--- config.mk ---
export PLATFORM = sky130hd
export DESIGN_NAME = tri_dispatch_ctrl_flat
export DESIGN_NICKNAME = d
export VERILOG_FILES = /design/src/rtl/render_pkg.sv /design/src/rtl/tri_dispatch_ctrl_if.sv /design/src/rtl/tri_pingpong_buf.sv /design/src/rtl/tri_dispatch_ctrl.sv /design/src/flat_wrapper.sv
export SDC_FILE = /design/constraint.sdc
export NUM_CORES = 2
export LEC_CHECK = 0
export CORE_MARGIN = 4
export CORE_UTILIZATION = 50
export DETAILED_ROUTE_END_ITERATION = 7
export PLACE_DENSITY_LB_ADDON = 0.12
export SLEW_MARGIN = 5
export SYNTH_ARGS = -nofsm -noshare
export SYNTH_HDL_FRONTEND = slang
export SYNTH_SLANG_ARGS = --single-unit
--- constraint.sdc ---
create_clock -name clk -period 12.8 [get_ports clk]
set_input_delay 3.2 -clock clk [delete_from_list [all_inputs] [get_ports clk]]
set_output_delay 3.2 -clock clk [all_outputs]
set_load 0.02 [all_outputs]
--- src/rtl/render_pkg.sv ---
// Shared widths, FSM state encoding and attribute records for triangle setup.
package render_pkg;

  localparam int VIDX_W  = 20;
  localparam int NF_W    = 21;
  localparam int DEPTH_W = 21;
  localparam int COLOR_W = 24;
  localparam int COORD_W = 12;

  typedef enum logic [2:0] {
    IDLE,
    FETCH,
    WAIT_RD,
    LOOKUP,
    REQ,
    WAIT_SH,
    PUSH,
    DONE
  } dispatch_state_e;

  typedef struct packed {
    logic [DEPTH_W-1:0] depth;
    logic [COLOR_W-1:0] color;
    logic [COORD_W-1:0] x;
    logic [COORD_W-1:0] y;
  } vtx_attr_t;

  // Vertex 1 sits in the least significant position.
  typedef struct packed {
    vtx_attr_t v3;
    vtx_attr_t v2;
    vtx_attr_t v1;
  } tri_t;

endpackage

--- src/rtl/tri_dispatch_ctrl_if.sv ---
// Bundles the start/status, face SRAM, shader and rasterizer signals of the dispatcher.
interface tri_dispatch_ctrl_if;
  import render_pkg::*;

  logic                 enable;
  logic [NF_W-1:0]      num_of_faces;
  logic                 busy;
  logic                 finish;

  logic                 sram_rd;
  logic [VIDX_W-1:0]    sram_addr;
  logic [VIDX_W-1:0]    face_v1;
  logic [VIDX_W-1:0]    face_v2;
  logic [VIDX_W-1:0]    face_v3;

  logic                 sh_req;
  logic [VIDX_W-1:0]    sh_vidx;
  logic                 sh_ack;
  logic                 sh_done;
  logic [DEPTH_W-1:0]   sh_depth;
  logic [COLOR_W-1:0]   sh_color;
  logic [COORD_W-1:0]   sh_x;
  logic [COORD_W-1:0]   sh_y;

  logic                 tri_valid;
  logic                 tri_ready;
  logic [3*DEPTH_W-1:0] tri_depth;
  logic [3*COLOR_W-1:0] tri_color;
  logic [3*COORD_W-1:0] tri_x;
  logic [3*COORD_W-1:0] tri_y;

  modport master (
    input  enable, num_of_faces,
    input  face_v1, face_v2, face_v3,
    input  sh_ack, sh_done, sh_depth, sh_color, sh_x, sh_y,
    input  tri_ready,
    output busy, finish,
    output sram_rd, sram_addr,
    output sh_req, sh_vidx,
    output tri_valid, tri_depth, tri_color, tri_x, tri_y
  );

  modport slave (
    output enable, num_of_faces,
    output face_v1, face_v2, face_v3,
    output sh_ack, sh_done, sh_depth, sh_color, sh_x, sh_y,
    output tri_ready,
    input  busy, finish,
    input  sram_rd, sram_addr,
    input  sh_req, sh_vidx,
    input  tri_valid, tri_depth, tri_color, tri_x, tri_y
  );

endinterface

--- src/rtl/tri_pingpong_buf.sv ---
// Two-entry triangle FIFO between the setup FSM and the rasterizer.
// A push is dropped when full; the controller only pushes below two entries.
module tri_pingpong_buf
  import render_pkg::*;
(
  input  logic       clk,
  input  logic       srst_n,
  input  logic       push,
  input  tri_t       push_data,
  input  logic       pop,
  output tri_t       head,
  output logic [1:0] count
);

  tri_t mem [2];
  logic wr_ptr;
  logic rd_ptr;
  logic do_push;
  logic do_pop;

  assign do_push = push && (count != 2'd2);
  assign do_pop  = pop && (count != 2'd0);
  assign head    = mem[rd_ptr];

  // Storage, wrap-around pointers and occupancy; reset discards any held triangles.
  always_ff @(posedge clk) begin
    if (srst_n) begin
      mem[0] <= '0;
      mem[1] <= '0;
      wr_ptr <= 1'b0;
      rd_ptr <= 1'b0;
      count  <= 2'd0;
    end else begin
      if (do_push) begin
        mem[wr_ptr] <= push_data;
        wr_ptr      <= ~wr_ptr;
      end
      if (do_pop) begin
        rd_ptr <= ~rd_ptr;
      end
      case ({do_push, do_pop})
        2'b10:   count <= count + 2'd1;
        2'b01:   count <= count - 2'd1;
        default: count <= count;
      endcase
    end
  end

endmodule

--- src/rtl/tri_dispatch_ctrl.sv ---
// Triangle setup sequencer: fetches face records, shades each vertex through a
// 3-entry round-robin vertex cache and queues finished triangles for the rasterizer.
module tri_dispatch_ctrl
  import render_pkg::*;
(
  input  logic                clk,
  input  logic                srst_n,
  tri_dispatch_ctrl_if.master bus
);

  dispatch_state_e   state_q, state_d;
  logic [NF_W-1:0]   face_cnt_q, face_cnt_d;
  logic [NF_W-1:0]   num_faces_q;
  logic [1:0]        slot_k_q, slot_k_d;

  logic [VIDX_W-1:0] face_idx [3];
  vtx_attr_t         slot_attr [3];

  logic [VIDX_W-1:0] cache_tag [3];
  vtx_attr_t         cache_attr [3];
  logic [2:0]        cache_valid;
  logic [1:0]        rr_ptr;

  logic              sram_rd_q;
  logic [VIDX_W-1:0] sram_addr_q;
  logic              sh_req_q;
  logic [VIDX_W-1:0] sh_vidx_q;
  logic              busy_q;
  logic              finish_q;
  logic              finish_d;

  logic [VIDX_W-1:0] cur_idx;
  logic              hit;
  vtx_attr_t         hit_attr;
  vtx_attr_t         sh_attr;
  logic              buf_push;
  tri_t              push_tri;
  tri_t              head_tri;
  logic [1:0]        buf_count;
  logic              tri_valid;

  assign cur_idx = face_idx[slot_k_q];

  // Tag compare of the current vertex index against the valid cache entries.
  always_comb begin
    hit      = 1'b0;
    hit_attr = '0;
    for (int i = 0; i < 3; i++) begin
      if (!hit && cache_valid[i] && (cache_tag[i] == cur_idx)) begin
        hit      = 1'b1;
        hit_attr = cache_attr[i];
      end
    end
  end

  // Collect the shader result fields into one attribute record.
  always_comb begin
    sh_attr       = '0;
    sh_attr.depth = bus.sh_depth;
    sh_attr.color = bus.sh_color;
    sh_attr.x     = bus.sh_x;
    sh_attr.y     = bus.sh_y;
  end

  // Next-state logic, face/slot counters, buffer push and done pulse.
  always_comb begin
    state_d    = state_q;
    face_cnt_d = face_cnt_q;
    slot_k_d   = slot_k_q;
    buf_push   = 1'b0;
    finish_d   = 1'b0;
    case (state_q)
      IDLE: begin
        if (bus.enable) begin
          face_cnt_d = '0;
          state_d    = (bus.num_of_faces == '0) ? DONE : FETCH;
        end
      end
      FETCH: begin
        state_d = WAIT_RD;
      end
      WAIT_RD: begin
        slot_k_d = 2'd0;
        state_d  = LOOKUP;
      end
      LOOKUP: begin
        if (!hit) begin
          state_d = REQ;
        end else if (slot_k_q == 2'd2) begin
          state_d = PUSH;
        end else begin
          slot_k_d = slot_k_q + 2'd1;
        end
      end
      REQ: begin
        if (bus.sh_ack) begin
          state_d = WAIT_SH;
        end
      end
      WAIT_SH: begin
        if (bus.sh_done) begin
          if (slot_k_q == 2'd2) begin
            state_d = PUSH;
          end else begin
            slot_k_d = slot_k_q + 2'd1;
            state_d  = LOOKUP;
          end
        end
      end
      PUSH: begin
        if (buf_count != 2'd2) begin
          buf_push   = 1'b1;
          face_cnt_d = face_cnt_q + NF_W'(1);
          state_d    = (face_cnt_d < num_faces_q) ? FETCH : DONE;
        end
      end
      DONE: begin
        if (buf_count == 2'd0) begin
          finish_d = 1'b1;
          state_d  = IDLE;
        end
      end
      default: begin
        state_d = IDLE;
      end
    endcase
  end

  // State, counters and registered outputs; strobes are derived from the next state
  // so they line up with the state they belong to.
  always_ff @(posedge clk) begin
    if (srst_n) begin
      state_q     <= IDLE;
      face_cnt_q  <= '0;
      num_faces_q <= '0;
      slot_k_q    <= 2'd0;
      sram_rd_q   <= 1'b0;
      sram_addr_q <= '0;
      sh_req_q    <= 1'b0;
      sh_vidx_q   <= '0;
      busy_q      <= 1'b0;
      finish_q    <= 1'b0;
    end else begin
      state_q    <= state_d;
      face_cnt_q <= face_cnt_d;
      slot_k_q   <= slot_k_d;
      if ((state_q == IDLE) && bus.enable) begin
        num_faces_q <= bus.num_of_faces;
      end
      sram_rd_q <= (state_d == FETCH);
      if (state_d == FETCH) begin
        sram_addr_q <= face_cnt_d[VIDX_W-1:0];
      end
      sh_req_q <= (state_d == REQ);
      if ((state_q == LOOKUP) && (state_d == REQ)) begin
        sh_vidx_q <= cur_idx;
      end
      busy_q   <= (state_q != IDLE) || (state_d != IDLE);
      finish_q <= finish_d;
    end
  end

  // Face capture, slot assembly and vertex cache fill (oldest entry replaced first).
  always_ff @(posedge clk) begin
    if (srst_n) begin
      cache_valid <= 3'b000;
      rr_ptr      <= 2'd0;
      for (int i = 0; i < 3; i++) begin
        cache_tag[i]  <= '0;
        cache_attr[i] <= '0;
        slot_attr[i]  <= '0;
        face_idx[i]   <= '0;
      end
    end else begin
      if ((state_q == IDLE) && bus.enable) begin
        cache_valid <= 3'b000;
        rr_ptr      <= 2'd0;
      end
      if (state_q == WAIT_RD) begin
        face_idx[0] <= bus.face_v1;
        face_idx[1] <= bus.face_v2;
        face_idx[2] <= bus.face_v3;
      end
      if ((state_q == LOOKUP) && hit) begin
        slot_attr[slot_k_q] <= hit_attr;
      end
      if ((state_q == WAIT_SH) && bus.sh_done) begin
        slot_attr[slot_k_q]  <= sh_attr;
        cache_tag[rr_ptr]    <= cur_idx;
        cache_attr[rr_ptr]   <= sh_attr;
        cache_valid[rr_ptr]  <= 1'b1;
        rr_ptr               <= (rr_ptr == 2'd2) ? 2'd0 : rr_ptr + 2'd1;
      end
    end
  end

  assign push_tri.v1 = slot_attr[0];
  assign push_tri.v2 = slot_attr[1];
  assign push_tri.v3 = slot_attr[2];

  tri_pingpong_buf u_buf (
    .clk       (clk),
    .srst_n    (srst_n),
    .push      (buf_push),
    .push_data (push_tri),
    .pop       (tri_valid && bus.tri_ready),
    .head      (head_tri),
    .count     (buf_count)
  );

  assign tri_valid     = (buf_count != 2'd0);
  assign bus.tri_valid = tri_valid;
  assign bus.tri_depth = {head_tri.v3.depth, head_tri.v2.depth, head_tri.v1.depth};
  assign bus.tri_color = {head_tri.v3.color, head_tri.v2.color, head_tri.v1.color};
  assign bus.tri_x     = {head_tri.v3.x, head_tri.v2.x, head_tri.v1.x};
  assign bus.tri_y     = {head_tri.v3.y, head_tri.v2.y, head_tri.v1.y};
  assign bus.sram_rd   = sram_rd_q;
  assign bus.sram_addr = sram_addr_q;
  assign bus.sh_req    = sh_req_q;
  assign bus.sh_vidx   = sh_vidx_q;
  assign bus.busy      = busy_q;
  assign bus.finish    = finish_q;

endmodule

--- src/flat_wrapper.sv ---
// flat-port wrapper written by rule: the top's interface ports become plain ports
module tri_dispatch_ctrl_flat import render_pkg::*;
  (clk, srst_n, bus_enable, bus_num_of_faces, bus_face_v1, bus_face_v2, bus_face_v3, bus_sh_ack, bus_sh_done, bus_sh_depth, bus_sh_color, bus_sh_x, bus_sh_y, bus_tri_ready, bus_busy, bus_finish, bus_sram_rd, bus_sram_addr, bus_sh_req, bus_sh_vidx, bus_tri_valid, bus_tri_depth, bus_tri_color, bus_tri_x, bus_tri_y);
  tri_dispatch_ctrl_if bus_i ();
  input  logic clk;
  input  logic srst_n;
  input wire logic [$bits(bus_i.enable)-1:0] bus_enable;
  input wire logic [$bits(bus_i.num_of_faces)-1:0] bus_num_of_faces;
  input wire logic [$bits(bus_i.face_v1)-1:0] bus_face_v1;
  input wire logic [$bits(bus_i.face_v2)-1:0] bus_face_v2;
  input wire logic [$bits(bus_i.face_v3)-1:0] bus_face_v3;
  input wire logic [$bits(bus_i.sh_ack)-1:0] bus_sh_ack;
  input wire logic [$bits(bus_i.sh_done)-1:0] bus_sh_done;
  input wire logic [$bits(bus_i.sh_depth)-1:0] bus_sh_depth;
  input wire logic [$bits(bus_i.sh_color)-1:0] bus_sh_color;
  input wire logic [$bits(bus_i.sh_x)-1:0] bus_sh_x;
  input wire logic [$bits(bus_i.sh_y)-1:0] bus_sh_y;
  input wire logic [$bits(bus_i.tri_ready)-1:0] bus_tri_ready;
  output wire logic [$bits(bus_i.busy)-1:0] bus_busy;
  output wire logic [$bits(bus_i.finish)-1:0] bus_finish;
  output wire logic [$bits(bus_i.sram_rd)-1:0] bus_sram_rd;
  output wire logic [$bits(bus_i.sram_addr)-1:0] bus_sram_addr;
  output wire logic [$bits(bus_i.sh_req)-1:0] bus_sh_req;
  output wire logic [$bits(bus_i.sh_vidx)-1:0] bus_sh_vidx;
  output wire logic [$bits(bus_i.tri_valid)-1:0] bus_tri_valid;
  output wire logic [$bits(bus_i.tri_depth)-1:0] bus_tri_depth;
  output wire logic [$bits(bus_i.tri_color)-1:0] bus_tri_color;
  output wire logic [$bits(bus_i.tri_x)-1:0] bus_tri_x;
  output wire logic [$bits(bus_i.tri_y)-1:0] bus_tri_y;
  assign bus_i.enable = bus_enable;
  assign bus_i.num_of_faces = bus_num_of_faces;
  assign bus_i.face_v1 = bus_face_v1;
  assign bus_i.face_v2 = bus_face_v2;
  assign bus_i.face_v3 = bus_face_v3;
  assign bus_i.sh_ack = bus_sh_ack;
  assign bus_i.sh_done = bus_sh_done;
  assign bus_i.sh_depth = bus_sh_depth;
  assign bus_i.sh_color = bus_sh_color;
  assign bus_i.sh_x = bus_sh_x;
  assign bus_i.sh_y = bus_sh_y;
  assign bus_i.tri_ready = bus_tri_ready;
  assign bus_busy = bus_i.busy;
  assign bus_finish = bus_i.finish;
  assign bus_sram_rd = bus_i.sram_rd;
  assign bus_sram_addr = bus_i.sram_addr;
  assign bus_sh_req = bus_i.sh_req;
  assign bus_sh_vidx = bus_i.sh_vidx;
  assign bus_tri_valid = bus_i.tri_valid;
  assign bus_tri_depth = bus_i.tri_depth;
  assign bus_tri_color = bus_i.tri_color;
  assign bus_tri_x = bus_i.tri_x;
  assign bus_tri_y = bus_i.tri_y;
  tri_dispatch_ctrl u_core (.clk(clk), .srst_n(srst_n), .bus(bus_i));
endmodule
==> flow_metrics.py <==
metrics = {
    "worst_setup_path": {
        "path_common_cell": "buf_4",
        "cp_slowest_stage_delay_ps": 850,
        "critPathTopFamily": "buffers and inverters",
        "cp_cell_sequence": "buf_4 > buf_4 > mux2_2 > clkdlybuf4s50_1",
        "critPathBufInv": 3,
        "cp_data_arrival_time_ps": 3910,
        "endpoint_kind": "primary output",
        "startpoint_type": "flop",
        "critical_path_class": "reg2out",
        "crit_slowest_cell": "buf_4",
        "path_max_fanout": 66,
        "r2r_cells": 12,
        "rr_endpoint": "u_core.slot_attr[2][14]",
        "crit_end": "bus_tri_depth[8]",
        "worst_ep_required_time_ps": 9600,
        "worstSetupPathDepth": 4,
        "rrSetupSlack_ps": 6890,
    },
    "detailed_routing": {
        "viasPerCell": 5.352,
        "ant_nets": 0,
        "dr.pass1.iters": 6,
        "post-route-drc-count": 0,
        "drtIter0Drc": 2147,
        "via_count": 27179,
        "wl_per_cell_um": 22.01,
        "routed_wl_um": 111800,
    },
    "grt": {
        "grt_pass1_wl_um": 168000,
        "grt_max_degree": 209,
        "antenna_found_initial": 12,
        "grt.overflow.total": 0,
        "grt_pass1_vias": 26844,
        "grt_use_total": 0.2257,
    },
    "layout": {
        "synthToLayoutAreaGrowth_pct": 19.17,
        "final_cell_area_sq_um": 54780,
        "instances_no_fill": 5078,
        "layout.nets": 3978,
        "final_layout_size_suffix_gt1_frac": 0.1350,
    },
    "yosys": {
        "synth_area_leaders": "edfxtp_1, and2_1, mux2_2",
        "syn_inst": 3446,
        "mappedNetlistNets": 3628,
        "synth-edff-count": 948,
        "ys_types": 76,
        "ys_seq_elements": 1051,
        "yosysWarnings": 0,
        "synth_top_cell_area_share": 0.6193,
        "netlist_area_sq_um": 45970,
        "seq_area_frac_synth": 0.6641,
        "synthFlopType": "edfxtp_1",
        "async_flop_share": 0,
        "avgSynthCellArea_sq_um": 13.34,
        "synth_area_leader_cell": "edfxtp_1",
    },
    "power": {
        "p_per_area_nw_per_um2": 144.5,
        "intPower_mw": 6.087,
        "leakagePower_nw": 20.99,
        "switching_share": 0.2309,
        "p_sw_mw": 1.828,
        "clock_power_share": 0.409,
        "ir_worst_vdd_mv": 0.1122,
        "power_frac_comb": 0.091,
        "total_power_mw": 7.915,
        "p_seq_frac": 0.500,
    },
    "placement": {
        "placed_cell_area_sq_um": 51060,
        "pre_cts_slack_ps": 5310,
        "place.gp.congestion": 0.8231,
        "io_buffers": 407,
        "dp_cells": 4859,
        "place.detailed.hpwl_um": 67040,
    },
    "timing": {
        "layout_setup_ws_ps": 5695,
        "slew_headroom": 0.1512,
        "max_freq_mhz": 140.7,
        "final-hold-violation-count": 0,
        "worstMarginPinSlew_ps": 1273,
        "final.min_clock_period_ps": 7105,
        "setup-tns-final_ps": 0,
        "min_period_over_period": 0.5551,
        "fin_skew_ps": 28.07,
        "slew_violations": 0,
        "setup_viol": 0,
        "rsz0062_at_grt": "false",
    },
    "run_status": {
        "outcome": "completed",
    },
    "clocking": {
        "path_clk_slew_ps": 60,
        "post_cts_buffers": 0,
        "cts.sinks": 1051,
        "clk_latency_ps": 680,
        "root_buffer": "clkbuf_16",
        "cts-resized-gates": 0,
        "holdBufCountCts": 0,
        "clockBufferDepth": 3,
        "cts_made_buffers": 111,
        "cts_htree_levels": 3,
        "tritoncts": "done",
    },
    "die": {
        "die_x_um": 311.2,
        "num_io_pins": 408,
        "rows": 110,
        "start_util": 0.5076,
        "core_area_sq_um": 90560,
        "die_area_sq_um": 96850,
        "die_h_um": 311.2,
    },
    "run": {
        "drv_cap": 0,
    },
    "min_path": {
        "hp-class": "reg2reg",
    },
}
[worst min path at each step]
| stage | startpoint | endpoint | slack [ps] | depth (start not counted) |
|---|---|---|---|---|
| floorplan | u_core.cache_valid[0] | u_core.cache_valid[0] | 420 | 2 |
| global placement | u_core.cache_valid[0] | u_core.cache_valid[0] | 430 | 2 |
| detailed placement | u_core.cache_valid[0] | u_core.cache_valid[0] | 430 | 2 |
| finish | u_core.cache_valid[0] | u_core.cache_valid[0] | 440 | 2 |
| global route | u_core.cache_valid[1] | u_core.cache_valid[1] | 470 | 2 |
| CTS | u_core.cache_valid[0] | u_core.cache_valid[0] | 440 | 2 |
[through the flow]
stage / hold slack, ps / utilization
6_report: 441.6 / 0.6049
5_1_grt: 472.9 / 0.6046
4_1_cts: 441.5 / 0.6045
3_5_place_dp: 431.9 / 0.5638
3_3_place_gp: 429.6 / 0.5638
2_1_floorplan: 416.0 / -
[cells in the mapped netlist, drive strengths merged, types with 7 or more instances]
cell / n
edfxtp: 948
and2: 816
mux2: 242
nor2: 200
a21oi: 189
clkbuf: 166
nand2: 140
dfxtp: 103
a21o: 80
and3: 77
inv: 70
buf: 41
nor2b: 41
mux2i: 38
xnor2: 34
xor2: 30
o21ai: 29
ha: 26
nand3: 24
nor3: 17
nand2b: 15
nor4: 15
nand4: 11
a211oi: 8
o22ai: 8
or2: 7
or3: 7
[layout by cell type, fill, tap and decap left out, types with 26 or more instances in the layout]
cell type | netlist | final
a21o_1 | 80 | 80
a21oi_1 | 156 | 156
a21oi_2 | 32 | 30
and2_1 | 816 | 816
and3_1 | 77 | 77
buf_4 | 3 | 35
clkbuf_16 | 0 | 111
clkdlybuf4s50_1 | 0 | 406
dfxtp_1 | 103 | 101
edfxtp_1 | 948 | 948
ha_1 | 26 | 26
inv_1 | 68 | 67
mux2_2 | 239 | 239
mux2i_1 | 29 | 29
nand2_1 | 140 | 140
nor2_1 | 199 | 197
nor2b_1 | 41 | 41
xnor2_1 | 34 | 34
xor2_1 | 30 | 30
[kinds of logic (layout without fill, tap and decap cells)]
group,after synthesis,count (layout),share of synthesized area
XOR/XNOR,64,64,0.01219
flip-flops,1051,1051,0.6641
adder cells (fa/ha/maj),26,26,0.007077
multiplexers,280,280,0.06933
other,0,13,0
buffers and inverters,277,720,0.02499
AO/OA/AOI/OAI,362,362,0.05180
AND/OR/NAND/NOR,1386,1386,0.1705
[tightest hold or removal path, stage by stage (launching register included)]
cell,delay (ps)
dfxtp_1,310
nand2_1,50
nand2_1,40
[layout make-up]
class | instances | area [sq um]
tap | 1176 | 1471
clock inverter | 71 | 721.9
fill | 7074 | 35780
antenna | 13 | 32.53
sequential | 1051 | 30530
inverter | 70 | 262.8
multi-input combinational | 2118 | 14400
clock buffer | 135 | 2969
timing repair buffer | 444 | 4387
[sequential cells by signal (all words and copies together) (netlist names), 3 cells and up, named ones only]
register              count
u_core.bus.sh_vidx       20
u_core.bus.sram_addr     20
u_core.cache_attr       207
u_core.cache_tag         60
u_core.cache_valid        3
u_core.face_cnt_q        21
u_core.face_idx          60
u_core.num_faces_q       21
u_core.slot_attr        207
u_core.state_q            3
u_core.u_buf.mem        414
[power groups by stage]
stage               clock network, mW  logic [mW]  registers (mW)
floorplan                           0       0.431            4.02
global placement                    0       0.729            4.02
detailed placement                  0       0.730            4.03
CTS                              3.29       0.735            3.96
global route                     3.43       0.782            3.97
finish                           3.24       0.722            3.95
[layer usage]
metal  global-route usage  wire [um]  vias up
met5                    0          0        -
met4              0.05646       2008        0
met3              0.04769       7190      115
met2               0.3767      54800      747
met1               0.3038      47770    13444
li1                     -          -    12873
No activity file was read; power rests on OpenSTA's default activity.
